## src/rtl/pc_updater.sv

```systemverilog
// Fetch-stage program counter: holds PC and selects the next PC.
// The next PC is PC+2, a branch target, or the held value while halted.
module pc_updater #(
  parameter logic [15:0] RESET_VECTOR = 16'h0000
) (
  input  logic        clk,
  input  logic        rst,
  input  logic        AddrSrc,
  input  logic [15:0] InAddrImm,
  input  logic [15:0] InAddrReg,
  input  logic        branch,
  input  logic [2:0]  cond,
  input  logic        Z,
  input  logic        N,
  input  logic        V,
  input  logic        hlt,
  output logic [15:0] OutAddr,
  output logic [15:0] PCSOut
);

  logic [15:0] r_pc;
  logic [15:0] w_pc_plus2;
  logic [15:0] w_target;
  logic [15:0] w_pc_next;
  logic        w_take;

  assign w_pc_plus2 = r_pc + 16'd2;
  // The offset counts instruction words, so shift it left once to get bytes.
  assign w_target   = AddrSrc ? (w_pc_plus2 + {InAddrImm[14:0], 1'b0}) : InAddrReg;

  // The 111 code is matched before any flag is read, so unknown flags cannot leak into it.
  always_comb begin
    w_take = 1'b0;
    case (cond)
      3'b111:  w_take = 1'b1;
      3'b000:  w_take = ~Z;
      3'b001:  w_take = Z;
      3'b010:  w_take = ~Z & ~N;
      3'b011:  w_take = N;
      3'b100:  w_take = Z | (~Z & ~N);
      3'b101:  w_take = N | Z;
      3'b110:  w_take = V;
      default: w_take = 1'b0;
    endcase
  end

  always_comb begin
    w_pc_next = w_pc_plus2;
    if (hlt) begin
      w_pc_next = r_pc;
    end else if (branch && w_take) begin
      w_pc_next = w_target;
    end else begin
      w_pc_next = w_pc_plus2;
    end
  end

  always_ff @(posedge clk or negedge rst) begin
    if (!rst) begin
      r_pc <= RESET_VECTOR;
    end else begin
      r_pc <= w_pc_next;
    end
  end

  assign OutAddr = r_pc;
  assign PCSOut  = w_pc_plus2;

endmodule

```

## config.mk

```make
export PLATFORM = sky130hd
export DESIGN_NAME = pc_updater
export DESIGN_NICKNAME = d
export VERILOG_FILES = /design/src/rtl/pc_updater.sv
export SDC_FILE = /design/constraint.sdc
export NUM_CORES = 1
export LEC_CHECK = 0
export CORE_UTILIZATION = 41
export CTS_CLUSTER_SIZE = 24
export DETAILED_ROUTE_END_ITERATION = 10
export PLACE_DENSITY = 0.75
export SLEW_MARGIN = 15
export SYNTH_ARGS = -nofsm -noshare
export SYNTH_HDL_FRONTEND = slang
export SYNTH_SLANG_ARGS = --single-unit
```

## constraint.sdc

```tcl
create_clock -name clk -period 3.1 [get_ports clk]
set_input_delay 0.465 -clock clk [delete_from_list [all_inputs] [get_ports clk]]
set_output_delay 0.465 -clock clk [all_outputs]
set_load 0.05 [all_outputs]
```

Word-level counts from Yosys, hierarchy flattened
Cells that the tools add are included.
- flip-flop bits (word level): 16
- output and inout port bits: 32
- word-level logic and storage cells: 20
- add/subtract/negate cells: 2
- eq/ne operators: 7
- multiplexer cells: 3
- bitwise gates (word level): 5
- reduce and logical (&&, ||, !) cells: 2
- operators by type and width (kind ; count):
    16-bit two-way mux ; 2
    16-bit adder ; 1
    16-bit by 2-bit adder with 16-bit output (second input constant) ; 1
    3-bit == test (second input constant) ; 4
    1-bit one-hot mux with 8 select lines ; 1
    3-bit by 2-bit == test with 1-bit output (second input constant) ; 2
    3-bit by 1-bit == test with 1-bit output (second input constant) ; 1
    3-bit logical NOT ; 1
    1-bit inverter ; 2
    1-bit bitwise OR ; 2
    1-bit bitwise AND ; 1
    1-bit logical AND ; 1

Depth between registers and ports, before layout
Gate-level depths: netlist of run 1.
- word-level depth: 6
- mapped depth: 14
- gate-level depth less buffers: 13

Worst setup path before layout of run 1
No wires, ideal clock.
- path type: reg-to-reg
- from: register r_pc[3] (netlist: OutAddr[3])
- to: register r_pc[15] (netlist: OutAddr[15])
- setup time: 0.144 ns
- arrival time: 3.885 ns
- required time: 2.956 ns
- setup slack: -0.929 ns
- cell stages (with the launch flop): 14
- path buffers: 1
- clock period less this slack: 4.029 ns
- cells stage by stage: dfrtp_1 and4_1 and3_1 buf_4 nand3_1 xnor2_1 ha_1 a21oi_1 o21bai_1 a221oi_1 a21boi_1 xnor2_1 mux2i_1 a31oi_1
- longest elaborated chain between the ends: 4
- ends and longest elaborated chain (item ; line ; text):
    start, declared ; 21 ; logic [15:0] r_pc;
    start signal, assigned ; 62 ; r_pc <= w_pc_next;
    16-bit by 2-bit adder with 16-bit output ; 27 ; assign w_pc_plus2 = r_pc + 16'd2;
    via PCSOut[12] ; 18 ; output logic [15:0] PCSOut
    16-bit adder ; 29 ; assign w_target = AddrSrc ? (w_pc_plus2 + {InAddrImm[14:0], 1'b0}) : InAddrReg;
    16-bit two-way mux ; 29 ;
    16-bit two-way mux ; 51 ; end else if (branch && w_take) begin
The timed path passes the listed nets, and every way through them passes these cells.
A chain may end at the register's enable or synchronous reset.

Worst setup path in the final report of run 1
- from: register r_pc[2] (netlist: OutAddr[2])
- to: register r_pc[15] (netlist: OutAddr[15])
- longest elaborated chain between the ends: 4
- ends and longest elaborated chain (item ; line):
    16-bit by 2-bit adder with 16-bit output (*) ; 27
    16-bit adder ; 29
    16-bit two-way mux ; 29
    16-bit two-way mux (*) ; 51
Every way passes the cells marked *; elsewhere a longest branch is shown, timed or not.

==> results.txt, run 1 <==
----------------------------------------------------
[Status]
  Result of the run ... complete, no violations

[Worst setup path]
  Critical Path Sink Type ... flop
  Cell at the slowest stage of the critical path ... sky130_fd_sc_hd__dfrtp_2
  Ordered cell list for the critical path ... and4_1, and3_1, buf_4, xor2_4, ha_1, a21oi_1, o21ai_1, a221oi_2, a21boi_2, xnor2_2, mux2i_1, a31oi_1
  Nature of the critical path startpoint ... flop
  Category of the most critical setup path ... reg -> reg
  Data arrival at the endpoint of the critical path ... 3.03 ns
  Critical path required time ... 3.23 ns
  Critical Path Fanout Max ... 5
  Slowest stage delay, CP ... between 0.4 and 0.5 ns

[Synth]
  Number of warning messages in the yosys log ... 0
  Total nets after synthesis ... roughly 310
  Number of flip-flops and latches in the synthesized netlist ... 16
  Number of flops mapped to enable cells by yosys ... 0
  Most area-hungry cell type in the Yosys netlist ... sky130_fd_sc_hd__dfrtp_1
  Count leader, synth ... sky130_fd_sc_hd__a21oi_1
  Netlist cell types ... 57
  Most numerous cell types in the synthesized netlist ... 28 x sky130_fd_sc_hd__a21oi_1, 24 x sky130_fd_sc_hd__nand2_1, 21 x sky130_fd_sc_hd__nor2_1
  Portion of synthesized cell area occupied by the leading cell type ... between 20% and 30%
  Ys flop type ... sky130_fd_sc_hd__dfrtp_1
  Synthesized instance count ... 247
  Synthesized area ... around 0.0020 mm2
  Largest cells by area after synthesis ... sky130_fd_sc_hd__dfrtp_1 20%, sky130_fd_sc_hd__ha_1 11%, sky130_fd_sc_hd__a21oi_1 7.0%
  Post-synthesis average cell area ... ~8.1 um2
  Fraction of the yosys area taken by sequential cells ... a little over 20%
  Share of flip-flops with an asynchronous set or reset ... 100.0%

[Placed design]
  Placed Instances ... approximately 380
  Quantity of I/O buffers inserted on ports ... 73
  Setup slack after placement ... 0.04666 ns
  Final GP Congestion ... 0.8473
  Final HPWL from detailed placement ... 4.673 mm
  Placed inst area ... 0.003088 mm2

[Timing]
  Top achievable clock speed ... 0.3449 GHz
  Max_slew headroom ... 44.00%
  Final worst path period need ... 2.899 ns
  Total count of hold-check failures in the final report ... 0
  Hold Slack ... ~0.54 ns
  Max-slew violation total from the final report ... 0
  Worst setup margin ... 0.2006 ns
  Total setup violations reported at the end of the flow ... 0
  Portion of the clock cycle consumed by the worst path in the final layout ... between 90% and 100%
  Setup TNS Final ... 0 ns
  Clock Skew ... ~0.0016 ns
  Slew at the pin closest to its max-slew limit ... 0.8373 ns

[Floorplanning]
  Num ports ... 75
  Number of placement rows ... 24
  Initial core utilization ... approximately 44%
  Die span in x ... 71.70 um
  Overall die area ... approximately 0.0051 mm2
  Area of the core ... 0.004504 mm2
  Die outline height ... 71.70 um

[Global route]
  Antenna violations before repair ... 0
  First-pass GRT wire length ... approximately 9.3 mm
  Sum of overflow across all layers after global routing ... 0
  Via count of the first global-routing pass ... 1,889
  Maximum number of pins on one net before global-route repair ... 25
  Overall fraction of global-route tracks in use ... 22.91%

[Route]
  Routed wire length ... 5.728 mm
  Detailed-routed wire length on met2 ... 2.549 mm
  Antenna-violating nets left ... 0
  DRC ... 0
  Via count ... between 2,000 and 2,500
  Detail-routed net length per standard cell ... 14.88 um
  Routed met1 length ... 2.953 mm
  Drt first-iter violations ... 79
  Uppermost layer routed ... met4
  Total met3 wirelength after detailed routing ... about 190 um
  Vias/cell ... 5.509
  Pre-Repair DR Iteration Count ... 4

[Finish]
  Post-route cell area ... 0.003176 mm2
  Number of standard cells in the final layout excluding fillers ... 385
  Syn-to-layout area delta ... 59.42%
  Share of final-layout standard cells stronger than drive strength 1 ... a little under a quarter
  # fillers ... 381
  Share of the core filled with cells in the final layout ... approximately 71%
  Number of diodes added for antenna fixing ... 0
  Count of nets after finishing ... slightly below 400
  Max FFs per register ... 16

[Power and ir drop]
  Leakage ... 1.323 nW
  Maximum vdd ir drop ... 0.5001 mV
  Ratio of total power to cell area ... 904.9 mW/mm2
  Pwr Total ... 2.874 mW

[Job]
  Number of max-capacitance violations reported ... 0

[CTS]
  CTS HTree Levels ... 1
  Clock Latency Late Sink ... 0.25 ns
  Number of clock sinks seen by CTS ... 16
  Clock transition at the registers of the reported paths ... 0.06 ns
  Maximum clock path buffer count ... 2
  Root Buffer Master ... sky130_fd_sc_hd__clkbuf_8
  TritonCTS buffer count ... 3
  TritonCTS clock tree ... done

[Hold path]
  Hold WC Path Type ... reg -> reg

----------------------------------------------------
[final timing paths]
kind                                   startpoint                 endpoint  slack [ns]  cells past startpoint
setup / recovery           OutAddr[2]$_DFFE_PN0N_  OutAddr[15]$_DFFE_PN0N_        0.20                     12
hold / removal             OutAddr[0]$_DFFE_PN0P_   OutAddr[0]$_DFFE_PN0P_        0.54                      1
setup reg to reg           OutAddr[2]$_DFFE_PN0N_  OutAddr[15]$_DFFE_PN0N_        0.20                     12
hold reg to reg            OutAddr[0]$_DFFE_PN0P_   OutAddr[0]$_DFFE_PN0P_        0.54                      1
max in group asynchronous                     rst   OutAddr[3]$_DFFE_PN0N_        1.93                      1
min in group asynchronous                     rst   OutAddr[4]$_DFFE_PN0N_        0.65                      1
[layer usage]
metal	vias up	GRT usage, %
li1	1068	-
met1	1002	35.24
met2	47	35.12
met3	4	2.250
met4	0	3.922
met5	-	0
[cells in the final DEF (no fill, tap or decap), types with 6 or more instances in the layout]
cell type                         count
sky130_fd_sc_hd__nor2_1              20
sky130_fd_sc_hd__a21oi_1             27
sky130_fd_sc_hd__nor3_1               6
sky130_fd_sc_hd__nor2b_1              6
sky130_fd_sc_hd__nand2_1             23
sky130_fd_sc_hd__buf_4               27
sky130_fd_sc_hd__clkdlybuf4s50_1     68
sky130_fd_sc_hd__dfrtp_2             10
sky130_fd_sc_hd__mux2i_1              9
sky130_fd_sc_hd__o21ai_0              9
sky130_fd_sc_hd__dfrtp_1              6
sky130_fd_sc_hd__inv_1                8
sky130_fd_sc_hd__ha_1                14
sky130_fd_sc_hd__xnor2_1              7
[critical path, delay by kind of cell, from the launching register on]
kind	cells	cell delay (ns)
compound gates	5	0.85
mux	1	0.22
simple gates	2	0.45
buf+inv	1	0.16
fa+ha+maj	1	0.33
flops	1	0.45
xor+xnor	2	0.30
[cell type report]
| cell class | count | area, um2 | area share [%] |
|---|---|---|---|
| clock buffers | 4 | 55.05 | 1.734 |
| inverters | 8 | 30.03 | 0.9456 |
| multi-input cells | 210 | 1729 | 54.45 |
| flip-flops and latches | 16 | 412.9 | 13.00 |
| well taps | 52 | 65.06 | 2.049 |
| repair buffers | 95 | 883.3 | 27.82 |
[cells by family after synthesis]
group	share of synthesized area [%]
XOR/XNOR	11.31
adder cells (fa/ha/maj)	12.31
multiplexers	5.653
buffers and inverters	4.837
AND/OR/NAND/NOR	22.30
flip-flops	20.10
AO/OA/AOI/OAI	23.49
[power breakdown]
group          internal [mW]  total, mW  switching (mW)
logic                  0.934       2.28            1.34
clock network          0.113      0.188          0.0748
registers              0.292      0.409           0.118
[timing repair]
item,CTS,global route
resized for setup,0,3
setup buffers,0,2
hold buffers,0,0
endpoints found under the setup margin,0,2
Power figures use the tool's default switching activity.
==> run 2, diff against run 1 <==
==> config.mk (replaced) <==
export PLATFORM = sky130hd
export DESIGN_NAME = pc_updater
export DESIGN_NICKNAME = d
export VERILOG_FILES = /design/src/rtl/pc_updater.sv
export SDC_FILE = /design/constraint.sdc
export NUM_CORES = 1
export LEC_CHECK = 0
export CORE_UTILIZATION = 49
export CTS_CLUSTER_SIZE = 24
export DETAILED_ROUTE_END_ITERATION = 10
export PLACE_DENSITY = 0.88
export SYNTH_ARGS = -nofsm -noshare
export SYNTH_HDL_FRONTEND = slang
export SYNTH_SLANG_ARGS = --single-unit
==> constraint.sdc (replaced) <==
create_clock -name clk -period 3.5 [get_ports clk]
set_input_delay 0.525 -clock clk [delete_from_list [all_inputs] [get_ports clk]]
set_output_delay 0.525 -clock clk [all_outputs]
set_load 0.05 [all_outputs]
==> run 2 against run 1 <==
Net effect: clock power is 12% lower; critical path depth is 6 lower; largest power group unchanged; wire length is 4.1% lower; first-iteration DRC count is 58% higher; sequential share of layout area is 0.83 points higher; worst hold slack got worse by 0.0037 ns; worst setup slack better by 0.082 ns; clock skew rose by 0.0022 ns; sequential cell count unchanged; global-route usage grew 4.5 points; non-clock buffer count shrank 19; final area fell by 8.8%.
==> results.txt, run 2 (synthesized netlist as in run 1, its figures left out) <==
----------------------------------------------------
[Status]
  Result of the run ... complete, no violations

[Finish]
  Most frequent cells in the layout ... 73 x sky130_fd_sc_hd__clkdlybuf4s50_1, 28 x sky130_fd_sc_hd__a21oi_1, 24 x sky130_fd_sc_hd__nand2_1
  Count of nets after finishing ... 377
  # fillers ... 279
  Combined flip-flop and latch cell area ... 400.4 um2
  Area of combinational cells with multiple inputs ... 0.001597 mm2
  Max FFs per register ... 16
  Number of diodes added for antenna fixing ... 0
  Most frequent standard cell in the layout excluding fill and tap cells ... sky130_fd_sc_hd__clkdlybuf4s50_1
  Share of final-layout standard cells stronger than drive strength 1 ... 9.873%
  Syn-to-layout area delta ... 45.35%

[Timing]
  Total count of hold-check failures in the final report ... 0
  Total setup violations reported at the end of the flow ... 0
  Final worst path period need ... 3.217 ns
  Clock Skew ... 0.003796 ns
  Portion of the clock cycle consumed by the worst path in the final layout ... 91.91%
  Max_slew headroom ... 50.17%
  Setup TNS Final ... 0 ns
  Unrepaired setup endpoints after global routing ... false
  Top achievable clock speed ... between 0.3 and 0.4 GHz
  Max-slew violation total from the final report ... 0
  Slew at the pin closest to its max-slew limit ... 0.7452 ns

[Job]
  Number of max-capacitance violations reported ... 0

[Placed design]
  Final HPWL from detailed placement ... between 4 and 5 mm
  Quantity of I/O buffers inserted on ports ... 73
  Final GP Congestion ... 0.8629

[Global route]
  Antenna violations before repair ... 0
  First-pass GRT wire length ... 8.963 mm
  Via count of the first global-routing pass ... 1,935
  Met2 routing resource usage after global routing ... 43.11%
  Sum of overflow across all layers after global routing ... 0
  Grt peak-use layer ... met2
  Met3 layer usage reported by global route ... 5.035%
  Overall fraction of global-route tracks in use ... 27.46%
  Routing usage on met1 ... 37.93%
  Maximum number of pins on one net before global-route repair ... 22

[Worst setup path]
  Crit path max-delay family ... buffers and inverters
  Slowest stage delay, CP ... 0.85 ns
  Nature of the critical path startpoint ... flop
  FF-to-FF setup slack ... about 0.33 ns
  Critical Path Fanout Max ... 5
  Startpoint of the most critical register-to-register path ... OutAddr[1]$_DFFE_PN0N_
  Critical path required time ... 2.97 ns
  Ordered cell list for the critical path ... ha_1, nand3_4, nor3_4, nand3_1, xnor2_4, clkdlybuf4s50_1
  Number of cell instances on the worst register-to-register path ... 13
  R2r endpoint ... OutAddr[15]$_DFFE_PN0N_
  Category of the most critical setup path ... reg -> out
  Data arrival at the endpoint of the critical path ... about 2.7 ns
  Cell at the slowest stage of the critical path ... sky130_fd_sc_hd__clkdlybuf4s50_1
  Buf/Inv on CP ... 1
  Critical Path Sink Type ... output pin

[Floorplanning]
  Number of placement rows ... 22
  Num ports ... between 70 and 80
  Area of the core ... 0.003771 mm2
  Die span in x ... ~66 um
  Overall die area ... 0.004324 mm2
  Initial core utilization ... between 50% and 60%
  Die outline height ... 65.76 um

[CTS]
  Hold-fix buffer count after cts ... 0
  Number of clock sinks seen by CTS ... 16
  CTS-repair resized insts ... 0
  Clock transition at the registers of the reported paths ... approximately 0.06 ns
  Clock Latency Late Sink ... between 0.2 and 0.3 ns
  Maximum clock path buffer count ... 2
  TritonCTS clock tree ... done
  Number of buffers inserted by post-CTS setup repair ... 0
  Root Buffer Master ... sky130_fd_sc_hd__clkbuf_8
  CTS HTree Levels ... 1
  TritonCTS buffer count ... 3

[Hold path]
  Number of cells traversed by the worst hold path ... 1
  Hold WC Path Type ... reg -> reg
  Hold Crit Endpoint ... OutAddr[0]$_DFFE_PN0P_
  Min-Delay Startpoint ... OutAddr[0]$_DFFE_PN0P_

[Route]
  DRC ... 0
  Routed wire length ... approximately 5.5 mm
  Drt first-iter violations ... about 130
  Detail-routed net length per standard cell ... between 15 and 20 um
  Antenna-violating nets left ... 0
  Pre-Repair DR Iteration Count ... 4
  Vias/cell ... 5.768
  Via count ... 2,088

[Power and ir drop]
  Pwr Total ... between 2 and 2.5 mW
  Ratio of total power to cell area ... 817.7 mW/mm2
  Maximum vdd ir drop ... 0.5015 mV
  Leakage ... 1.221 nW

----------------------------------------------------
==> run 2: cell types whose count changed in the layout (fill, tap and decap cells not counted), sizes merged <==
cell	delta
buf	-24
clkdlybuf4s50	+5
==> run 2: worst reg2reg max path: cells and delay by family (launching register included) <==
family / cells / cell delay [ns]
xor+xnor: 2 / 0.47
mux: 1 / 0.23
flops: 1 / 0.40
simple gates: 5 / 0.82
fa+ha+maj: 2 / 0.53
compound gates: 3 / 0.59
==> run 2: how the worst max path moves through the flow <==
stage | startpoint | to | cells after the start
finish | OutAddr[1]$_DFFE_PN0N_ | PCSOut[13] | 6
global route | OutAddr[1]$_DFFE_PN0N_ | OutAddr[15]$_DFFE_PN0N_ | 13
CTS | OutAddr[1]$_DFFE_PN0N_ | PCSOut[13] | 6
detailed placement | OutAddr[1]$_DFFE_PN0N_ | OutAddr[15]$_DFFE_PN0N_ | 13
global placement | OutAddr[1]$_DFFE_PN0N_ | OutAddr[15]$_DFFE_PN0N_ | 13
floorplan | OutAddr[2]$_DFFE_PN0N_ | OutAddr[9]$_DFFE_PN0N_ | 10
==> run 2: per-stage QoR <==
stage	instance area [um2]	cells	worst slack [ns]	hold slack, ns	util, %
2_1_floorplan	2093	247	-0.08103	0.2294	-
3_3_place_gp	2840	358	0.4156	0.5167	75.32
3_5_place_dp	2840	358	0.3360	0.5264	75.32
4_1_cts	2895	362	0.2803	0.5418	76.78
5_1_grt	2895	362	0.01882	0.5628	76.78
6_report	2895	362	0.2830	0.5391	76.78
==> run 2: layout make-up <==
| type | instances | share of cell area, % |
|---|---|---|
| Timing Repair Buffer | 76 | 26.02 |
| Multi-Input combinational cell | 210 | 55.14 |
| Clock buffer | 4 | 1.901 |
| Tap cell | 48 | 2.074 |
| Sequential cell | 16 | 13.83 |
| Inverter | 8 | 1.037 |
==> run 2: metal layers <==
layer / share of wire (%) / vias to the layer above / wire length (um)
li1: - / 1034 / -
met1: 44 / 968 / 2425
met3: 7.6 / 10 / 416
met4: 1.3 / 0 / 74
met2: 47 / 76 / 2578
met5: 0 / - / 0
==> run 2: report_power, final <==
part,internal (mW),switching (mW),total (mW)
Clock,0.0999,0.0656,0.166
Sequential,0.249,0.136,0.385
Combinational,0.717,1.10,1.82
